### src/rtl/padder.sv
`default_nettype none
// ============================================================================
// Module   : padder
// Purpose  : Packs 64-bit message words into 576-bit (9-word) blocks and
//            applies the pad10*1 rule with byte-level granularity. The last
//            message word keeps its valid bytes, then gets a 0x01 marker byte.
//            Zero words follow until the block is full. Bit 63 of the ninth
//            word of the final block is forced to 1 (pad-end 0x80).
// Revision : 1.0 - initial release
// Option   : PADDER_WORD_CNT_EN - when defined, adds output word_cnt[3:0]
//            that exposes the current word count (0..9).
// Ports    :
//   clk        in   1    rising-edge clock
//   reset      in   1    asynchronous reset, active low
//   in         in   64   message word, byte 0 at [7:0] is first in order
//   in_ready   in   1    in / is_last / byte_num are valid
//   is_last    in   1    current word is the final (possibly partial) word
//   byte_num   in   3    valid bytes in the final word (0..7)
//   ack        out  1    word is consumed at this rising edge (combinational)
//   out        out  576  block; first word at [575:512], last at [63:0]
//   out_ready  out  1    out holds a complete block
//   f_ack      in   1    consumer has taken out
//   word_cnt   out  4    current word count (only with PADDER_WORD_CNT_EN)
// ============================================================================
module padder (
  input  logic         clk,
  input  logic         reset,
  input  logic [63:0]  in,
  input  logic         in_ready,
  input  logic         is_last,
  input  logic [2:0]   byte_num,
  output logic         ack,
  output logic [575:0] out,
  output logic         out_ready,
  input  logic         f_ack
`ifdef PADDER_WORD_CNT_EN
  ,
  output logic [3:0]   word_cnt
`endif
);

  // Message phase: accepting input words.
  // Pad phase: last word seen, shifting zero words until the block fills.
  // Done phase: final block produced; nothing accepted until reset.
  localparam logic [1:0] c_ST_MSG  = 2'd0;
  localparam logic [1:0] c_ST_PAD  = 2'd1;
  localparam logic [1:0] c_ST_DONE = 2'd2;

  localparam logic [3:0] c_BLOCK_WORDS = 4'd9;
  localparam logic [3:0] c_LAST_SLOT   = 4'd8;

  logic [1:0]   r_state;
  logic [1:0]   w_state_nxt;
  logic [3:0]   r_cnt;
  logic [575:0] r_out;

  logic         w_last_seen;
  logic         w_done;
  logic         w_full;
  logic         w_update;
  logic [63:0]  w_last_word;
  logic [63:0]  w_word;

  // --------------------------------------------------------------------------
  // State register
  // --------------------------------------------------------------------------
  always_ff @(posedge clk or negedge reset) begin
    if (!reset) begin
      r_state <= c_ST_MSG;
    end else begin
      r_state <= w_state_nxt;
    end
  end

  // --------------------------------------------------------------------------
  // Next-state logic
  // --------------------------------------------------------------------------
  always_comb begin
    w_state_nxt = r_state;
    case (r_state)
      c_ST_MSG: begin
        // A last word landing in the ninth slot completes the final block
        // directly; otherwise zero padding is still required.
        if (ack && is_last) begin
          w_state_nxt = (r_cnt == c_LAST_SLOT) ? c_ST_DONE : c_ST_PAD;
        end
      end
      c_ST_PAD: begin
        if (w_update && (r_cnt == c_LAST_SLOT)) begin
          w_state_nxt = c_ST_DONE;
        end
      end
      c_ST_DONE: begin
        w_state_nxt = c_ST_DONE;
      end
      default: begin
        w_state_nxt = c_ST_MSG;
      end
    endcase
  end

  // --------------------------------------------------------------------------
  // Output / control logic
  // --------------------------------------------------------------------------
  always_comb begin
    w_last_seen = (r_state == c_ST_PAD);
    w_done      = (r_state == c_ST_DONE);
    w_full      = (r_cnt == c_BLOCK_WORDS);
    // reset gates ack so it drops immediately, without waiting for a clock.
    ack         = reset & in_ready & ~w_full & ~w_last_seen & ~w_done;
    w_update    = ack | (w_last_seen & ~w_full);
  end

  // --------------------------------------------------------------------------
  // Word formation
  // --------------------------------------------------------------------------
  always_comb begin
    w_last_word = 64'h0;
    for (int k = 0; k < 8; k++) begin
      if (4'(k) < {1'b0, byte_num}) begin
        w_last_word[8*k +: 8] = in[8*k +: 8];
      end else if (4'(k) == {1'b0, byte_num}) begin
        w_last_word[8*k +: 8] = 8'h01;
      end else begin
        w_last_word[8*k +: 8] = 8'h00;
      end
    end

    if (w_last_seen) begin
      w_word = 64'h0;
    end else if (is_last) begin
      w_word = w_last_word;
    end else begin
      w_word = in;
    end

    // The ninth word of the final block carries the closing pad bit, whether
    // it is a padding word or the last message word itself.
    if ((r_cnt == c_LAST_SLOT) && (w_last_seen || is_last)) begin
      w_word[63] = 1'b1;
    end
  end

  // --------------------------------------------------------------------------
  // Block shift register and word counter
  // --------------------------------------------------------------------------
  always_ff @(posedge clk or negedge reset) begin
    if (!reset) begin
      r_out <= 576'h0;
      r_cnt <= 4'd0;
    end else if (w_full && f_ack) begin
      // Only the count clears; out keeps the block until it is overwritten.
      r_cnt <= 4'd0;
    end else if (w_update) begin
      r_out <= {r_out[511:0], w_word};
      r_cnt <= r_cnt + 4'd1;
    end
  end

  assign out       = r_out;
  assign out_ready = w_full;

`ifdef PADDER_WORD_CNT_EN
  assign word_cnt  = r_cnt;
`endif

endmodule
`default_nettype wire

### config.mk
export PLATFORM = sky130hd
export DESIGN_NAME = padder
export DESIGN_NICKNAME = d
export VERILOG_FILES = /design/src/rtl/padder.sv
export SDC_FILE = /design/constraint.sdc
export NUM_CORES = 1
export LEC_CHECK = 0
export CORE_AREA = 2 2 255 257
export DETAILED_ROUTE_END_ITERATION = 16
export DIE_AREA = 0 0 257 259
export PLACE_DENSITY = 0.72
export SKIP_CTS_REPAIR_TIMING = 1
export SLEW_MARGIN = 30
export SYNTH_ARGS = -nofsm -noshare
export SYNTH_HDL_FRONTEND = slang
export SYNTH_SLANG_ARGS = --single-unit
### constraint.sdc
create_clock -name clk -period 2.8 [get_ports clk]
set_clock_uncertainty 0.1 [all_clocks]
set_input_delay 0.56 -clock clk [delete_from_list [all_inputs] [get_ports clk]]
set_output_delay 0.56 -clock clk [all_outputs]
set_load 0.005 [all_outputs]
==> flow_summary.json, run 1 <==
{
  "path_class": "register to output pin",
  "post-place-ws_ns": 0.195,
  "overflow": 0,
  "wire_per_inst_um": 18.4,
  "worst-path-buf-inv": 3,
  "slowest_stage": "clkdlybuf4s50_1",
  "antenna_found_initial": 0,
  "clkTransAtPathRegs_ns": 0.06,
  "clock_path_buffers": 3,
  "drtIter0Drc": 1485,
  "power.share.clock": 0.230,
  "ys_ff_latch": 582,
  "min_period_ns": 2.70,
  "cts_buffers": 66,
  "finalWeightedCongestion": 0.897,
  "drive_gt1_frac": 0.0584,
  "sequentialPowerShare": 0.377,
  "maxCapViolCount": 0,
  "crit_fanout": 4,
  "multi_input_area_um2": 6830,
  "synth_edf_count": 0,
  "worst_pin_slew_ns": 0.820,
  "synth_nets": 2490,
  "fmax_mhz": 370,
  "final_common_cell": "nand2_1",
  "core_um2": 63900,
  "swShare": 0.362,
  "grt_usage": 0.215,
  "switchingPower_mw": 13.7,
  "power_frac_comb": 0.392,
  "rr_endpoint": "out[466]",
  "crit_family": "buffers and inverters",
  "seqCellArea_um2": 14600,
  "setup_viol": 0,
  "r2r_start": "r_state[1]",
  "final_cells": 3973,
  "hold_end": "out[554]",
  "drcViolationCount": 0,
  "placedCellCount": 3852,
  "irDropWorstVdd_mv": 0.557,
  "io_buffers": 649,
  "status": "completed",
  "p_per_area_nw_per_um2": 1190,
  "grt_pass1_vias": 17655,
  "start_util": 0.346,
  "cts-root-buf": "clkbuf_16",
  "slew_headroom": 0.453,
  "maxSlewViolCount": 0,
  "fillers": 5753,
  "diodes": 0,
  "synth_area_per_cell_um2": 9.16,
  "r2r_slack_ns": 0.46,
  "die_h_um": 259,
  "cts_max_level": 3,
  "synth.distinct_cells": 36,
  "cp-end-kind": "output pin",
  "rr_worst_depth": 9,
  "p_leak_nw": 16.5,
  "synth_seq_area_share": 0.659,
  "final.setup.worst_slack_ns": 0.0952,
  "syn_inst": 2411,
  "hold_viol_final": 0,
  "nNetsFinal": 3147,
  "netlist_area_um2": 22100,
  "whs_ns": 0.369,
  "drt_pass1_iterations": 5,
  "internal_power_mw": 24.2,
  "grt_pass1_wl_um": 110000,
  "cpPeakStageDelay_ns": 0.50,
  "tritoncts": "built",
  "vias_per_cell": 4.63,
  "path_cells": "inv_1 -> ha_1 -> nand3b_1 -> inv_1 -> clkdlybuf4s50_1",
  "final_cell_mix": "nand2_1, clkdlybuf4s50_1, dfrtp_1",
  "min_period_over_period": 0.966,
  "synthToLayoutAreaGrowth_pct": 44.9,
  "vias": 18406,
  "hp-start": "out[554]",
  "cts.sinks": 582,
  "ys.warnings.count": 0,
  "worst_path_most_repeated_cell": "inv_1",
  "synth_ff_type": "dfrtp_1",
  "hpwl_um": 53200,
  "required_ns": 2.14,
  "hold_class": "register to register",
  "io_pins": 650,
  "hold_path_depth": 2,
  "routed_wl_um": 73300,
  "start_kind": "register",
  "die_area_um2": 66600,
  "critPathArrivalTime_ns": 2.04,
  "die_w_um": 257,
  "grt_max_degree": 152,
  "clock_latency_ns": 0.58,
  "ys_async_sr_fraction": 1.00,
  "final_antenna_net_count": 0,
  "rows": 93
}
-- power by group through the flow --
stage	sequential, mW	clock, mW	combinational, mW
after floorplan	13.8	0	5.81
after global placement	14.3	0	14.7
after detailed placement	14.4	0	14.9
after CTS	14.3	8.95	15.0
after global routing	14.7	9.29	16.1
final	14.3	8.74	14.9
-- per-layer routing --
layer | vias up | part of all wire | track usage
met2 | 640 | 0.46 | 0.332
met3 | 169 | 0.051 | 0.0392
li1 | 8726 | - | -
met5 | - | 0 | 0
met1 | 8871 | 0.44 | 0.296
met4 | 0 | 0.048 | 0.0950
-- how the worst max path moves through the flow --
stage / start / endpoint / slack [ns] / cells past startpoint
floorplan: r_state[1] / r_state[0] / 0.74 / 7
global placement: in_ready / ack / 0.20 / 5
global route: r_cnt[1] / out_ready / -0.005 / 5
CTS: r_state[0] / ack / -0.17 / 6
finish: r_cnt[1] / out_ready / 0.1 / 5
detailed placement: in_ready / ack / 0.20 / 5
-- synth_stat cells, drive strengths merged (2+ instances only) --
cell type / number / area share
nor3: 2 / 0.00045
inv: 8 / 0.0014
clkbuf: 23 / 0.0040
buf: 104 / 0.027
ha: 7 / 0.0040
a21oi: 5 / 0.0011
mux2: 2 / 0.0010
nand2: 1576 / 0.27
nor2b: 2 / 0.00057
dfrtp: 582 / 0.66
o21ai: 9 / 0.0025
nor2: 9 / 0.0015
o31ai: 2 / 0.00068
a22o: 45 / 0.018
nand2b: 3 / 0.00085
nand3b: 2 / 0.00068
nand3: 18 / 0.0041
-- layout make-up --
cell class / instances / area share
Clock buffer: 94 / 0.0612
Sequential cell: 582 / 0.455
Timing Repair Buffer: 716 / 0.228
Clock inverter: 24 / 0.00794
Multi-Input combinational cell: 1694 / 0.213
Tap cell: 855 / 0.0334
Inverter: 8 / 0.000938
-- sequential cells by signal (all words and copies together) (netlist names) --
signal   flops
out        576
r_cnt        4
r_state      2
-- worst min-delay path: cells and delay by family, from the launching register on --
kind | cells | cell delay (ns)
flops | 1 | 0.33
simple gates | 2 | 0.10
-- kinds of logic (layout without fill, tap and decap cells) --
| logic type | Yosys count | count (layout) | share of synthesized area |
|---|---|---|---|
| AND/OR/NAND/NOR | 1619 | 1619 | 0.280 |
| flip-flops | 582 | 582 | 0.659 |
| AO/OA/AOI/OAI | 64 | 64 | 0.0233 |
| adder cells (fa/ha/maj) | 7 | 7 | 0.00396 |
| XOR/XNOR | 2 | 2 | 0.000793 |
| buffers and inverters | 135 | 842 | 0.0319 |
| multiplexers | 2 | 2 | 0.00102 |
-- metrics by stage --
step | power [mW] | TNS [ns] | util | area [um2]
floorplan | 19.6 | 0 | - | 22100
global placement | 29.0 | 0 | 0.466 | 29800
detailed placement | 29.3 | 0 | 0.466 | 29800
CTS | 38.2 | -0.307 | 0.500 | 32000
global route | 40.1 | -0.00486 | 0.501 | 32000
finish | 37.9 | 0 | 0.501 | 32000
Power figures use the tool's default switching activity.
==> run 2, diff against run 1 <==
Settings changed: CORE_AREA 2 2 255 257 to 2 2 250 252, CTS_BUF_LIST from default to sky130_fd_sc_hd__clkbuf_8, DIE_AREA 0 0 257 259 to 0 0 252 254, PLACE_DENSITY 0.72 to 0.74.
==> run 2 against run 1 <==
  * Register-to-register slack is essentially flat
  * Via count is 2.1% higher
  * Non-clock buffer count up 2
  * First-iteration DRC count increased by 2.4%
  * Die area fell by 3.8%
  * Cell count barely moved
  * Sequential cell count stayed put
  * Global-route usage up 0.58 points
  * Maximum frequency grew 3.2%
  * Clock power down 12%
  * Critical path type unchanged
==> flow_summary.json, run 2 (synthesized netlist as in run 1, its figures left out) <==
{
  "core_um2": 61300,
  "final_area_um2": 31800,
  "largest_register_ffs": 576,
  "start_util": 0.361,
  "wl_met3_um": 4020,
  "start_kind": "register",
  "drt_pass1_iterations": 5,
  "die_area_um2": 64000,
  "cts_buffers": 99,
  "routed_wl_um": 72500,
  "grt_usage": 0.221,
  "cts-root-buf": "clkbuf_8",
  "min_period_over_period": 0.936,
  "die_h_um": 254,
  "nNetsFinal": 3182,
  "wire_per_inst_um": 18.3,
  "cts_max_level": 3,
  "clock_path_buffers": 3,
  "drtIter0Drc": 1521,
  "clock_latency_ns": 0.69,
  "cp-end-kind": "output pin",
  "placedCellCount": 3784,
  "io_buffers": 649,
  "status": "completed",
  "maxCapViolCount": 0,
  "io_pins": 650,
  "met1Wirelength_um": 31500,
  "startpoint": "r_cnt[1]",
  "post_dp_cell_area_um2": 29600,
  "power_frac_comb": 0.404,
  "final_common_cell": "nand2_1",
  "internal_power_mw": 23.1,
  "switchingPower_mw": 13.7,
  "r2r_start": "r_state[1]",
  "fmax_mhz": 381,
  "path_class": "register to output pin",
  "sequentialPowerShare": 0.387,
  "maxUsedRoutingLayer": "met4",
  "critPathArrivalTime_ns": 1.96,
  "slew_headroom": 0.437,
  "crit_fanout": 4,
  "vias": 18786,
  "hold_viol_final": 0,
  "worst_pin_slew_ns": 0.844,
  "hold_class": "input port to register",
  "maxSlewViolCount": 0,
  "swShare": 0.372,
  "min_period_ns": 2.62,
  "hpwl_um": 52700,
  "p_leak_nw": 16.6,
  "finalWeightedCongestion": 0.902,
  "grt_max_degree": 172,
  "required_ns": 2.14,
  "cts.sinks": 582,
  "drive_gt1_frac": 0.0698,
  "wl_met2_um": 33800,
  "tns_ns": 0,
  "grt_pass1_wl_um": 109000,
  "clkTransAtPathRegs_ns": 0.06,
  "synthToLayoutAreaGrowth_pct": 43.8,
  "setup_viol": 0,
  "hp-start": "in[10]",
  "rows": 91,
  "final_cells": 3972,
  "irDropWorstVdd_mv": 0.559,
  "final_cell_mix": "nand2_1, clkdlybuf4s50_1, dfrtp_1",
  "antenna_found_initial": 3,
  "tritoncts": "built",
  "drcViolationCount": 0,
  "p_per_area_nw_per_um2": 1160,
  "die_w_um": 252,
  "final_antenna_net_count": 0,
  "overflow": 0,
  "grt_pass1_vias": 18118,
  "rsz0062_at_grt": "no",
  "power.share.clock": 0.209,
  "vias_per_cell": 4.73
}
## run 2: cell types whose count changed in the layout (fill, tap and decap cells not counted), sizes merged
cell	change
clkbuf	+34
inv	+32
bufinv	-3
buf	+2
clkinv	-2
clkdlybuf4s50	-1
diode	+1
dlymetal6s2s	+1
## run 2: power by group through the flow
stage | clock (mW) | sequential [mW] | combinational [mW]
2_1_floorplan | 0 | 13.8 | 5.81
3_3_place_gp | 0 | 14.2 | 14.6
3_5_place_dp | 0 | 14.3 | 14.8
4_1_cts | 7.89 | 14.2 | 14.9
5_1_grt | 8.29 | 14.6 | 16.1
6_report | 7.70 | 14.3 | 14.9
## run 2: per-layer routing
metal / track usage / vias to the layer above
met3: 0.0375 / 178
met4: 0.109 / 0
met2: 0.342 / 742
li1: - / 8801
met5: 0 / -
met1: 0.301 / 9065
## run 2: worst max-delay path, stage by stage, from the launching register on
cell            delay (ns)
dfrtp_1               0.40
inv_1                 0.09
ha_2                  0.18
nand3b_1              0.17
buf_4                 0.20
nand2_4               0.05
inv_1                 0.04
dlymetal6s2s_1        0.14
## run 2: cell type report
type | instances | area (um2)
Tap cell | 790 | 988
Inverter | 8 | 30.0
Multi-Input combinational cell | 1694 | 6830
Clock buffer | 128 | 1760
Antenna cell | 1 | 2.50
Clock inverter | 51 | 277
Fill cell | 5459 | 29500
Timing Repair Buffer | 718 | 7310
Sequential cell | 582 | 14600
## run 2: worst paths after layout
check / to / slack (ns) / depth (start not counted)
max: ack / 0.18 / 7
min: out[10] / 0.31 / 3
max reg2reg: out[494] / 0.45 / 9
min reg2reg: out[277] / 0.36 / 2
max in group asynchronous: out[30] / 0.79 / 4
min in group asynchronous: out[552] / 0.45 / 3
## run 2: per-stage QoR
step / worst slack [ns] / util / hold slack [ns] / power, mW
2_1_floorplan: 0.738 / - / 0.164 / 19.6
3_3_place_gp: 0.191 / 0.484 / 0.357 / 28.8
3_5_place_dp: 0.203 / 0.484 / 0.362 / 29.1
4_1_cts: -0.333 / 0.517 / -0.139 / 37.0
5_1_grt: 0.0633 / 0.519 / 0.273 / 39.0
6_report: 0.178 / 0.519 / 0.315 / 36.8
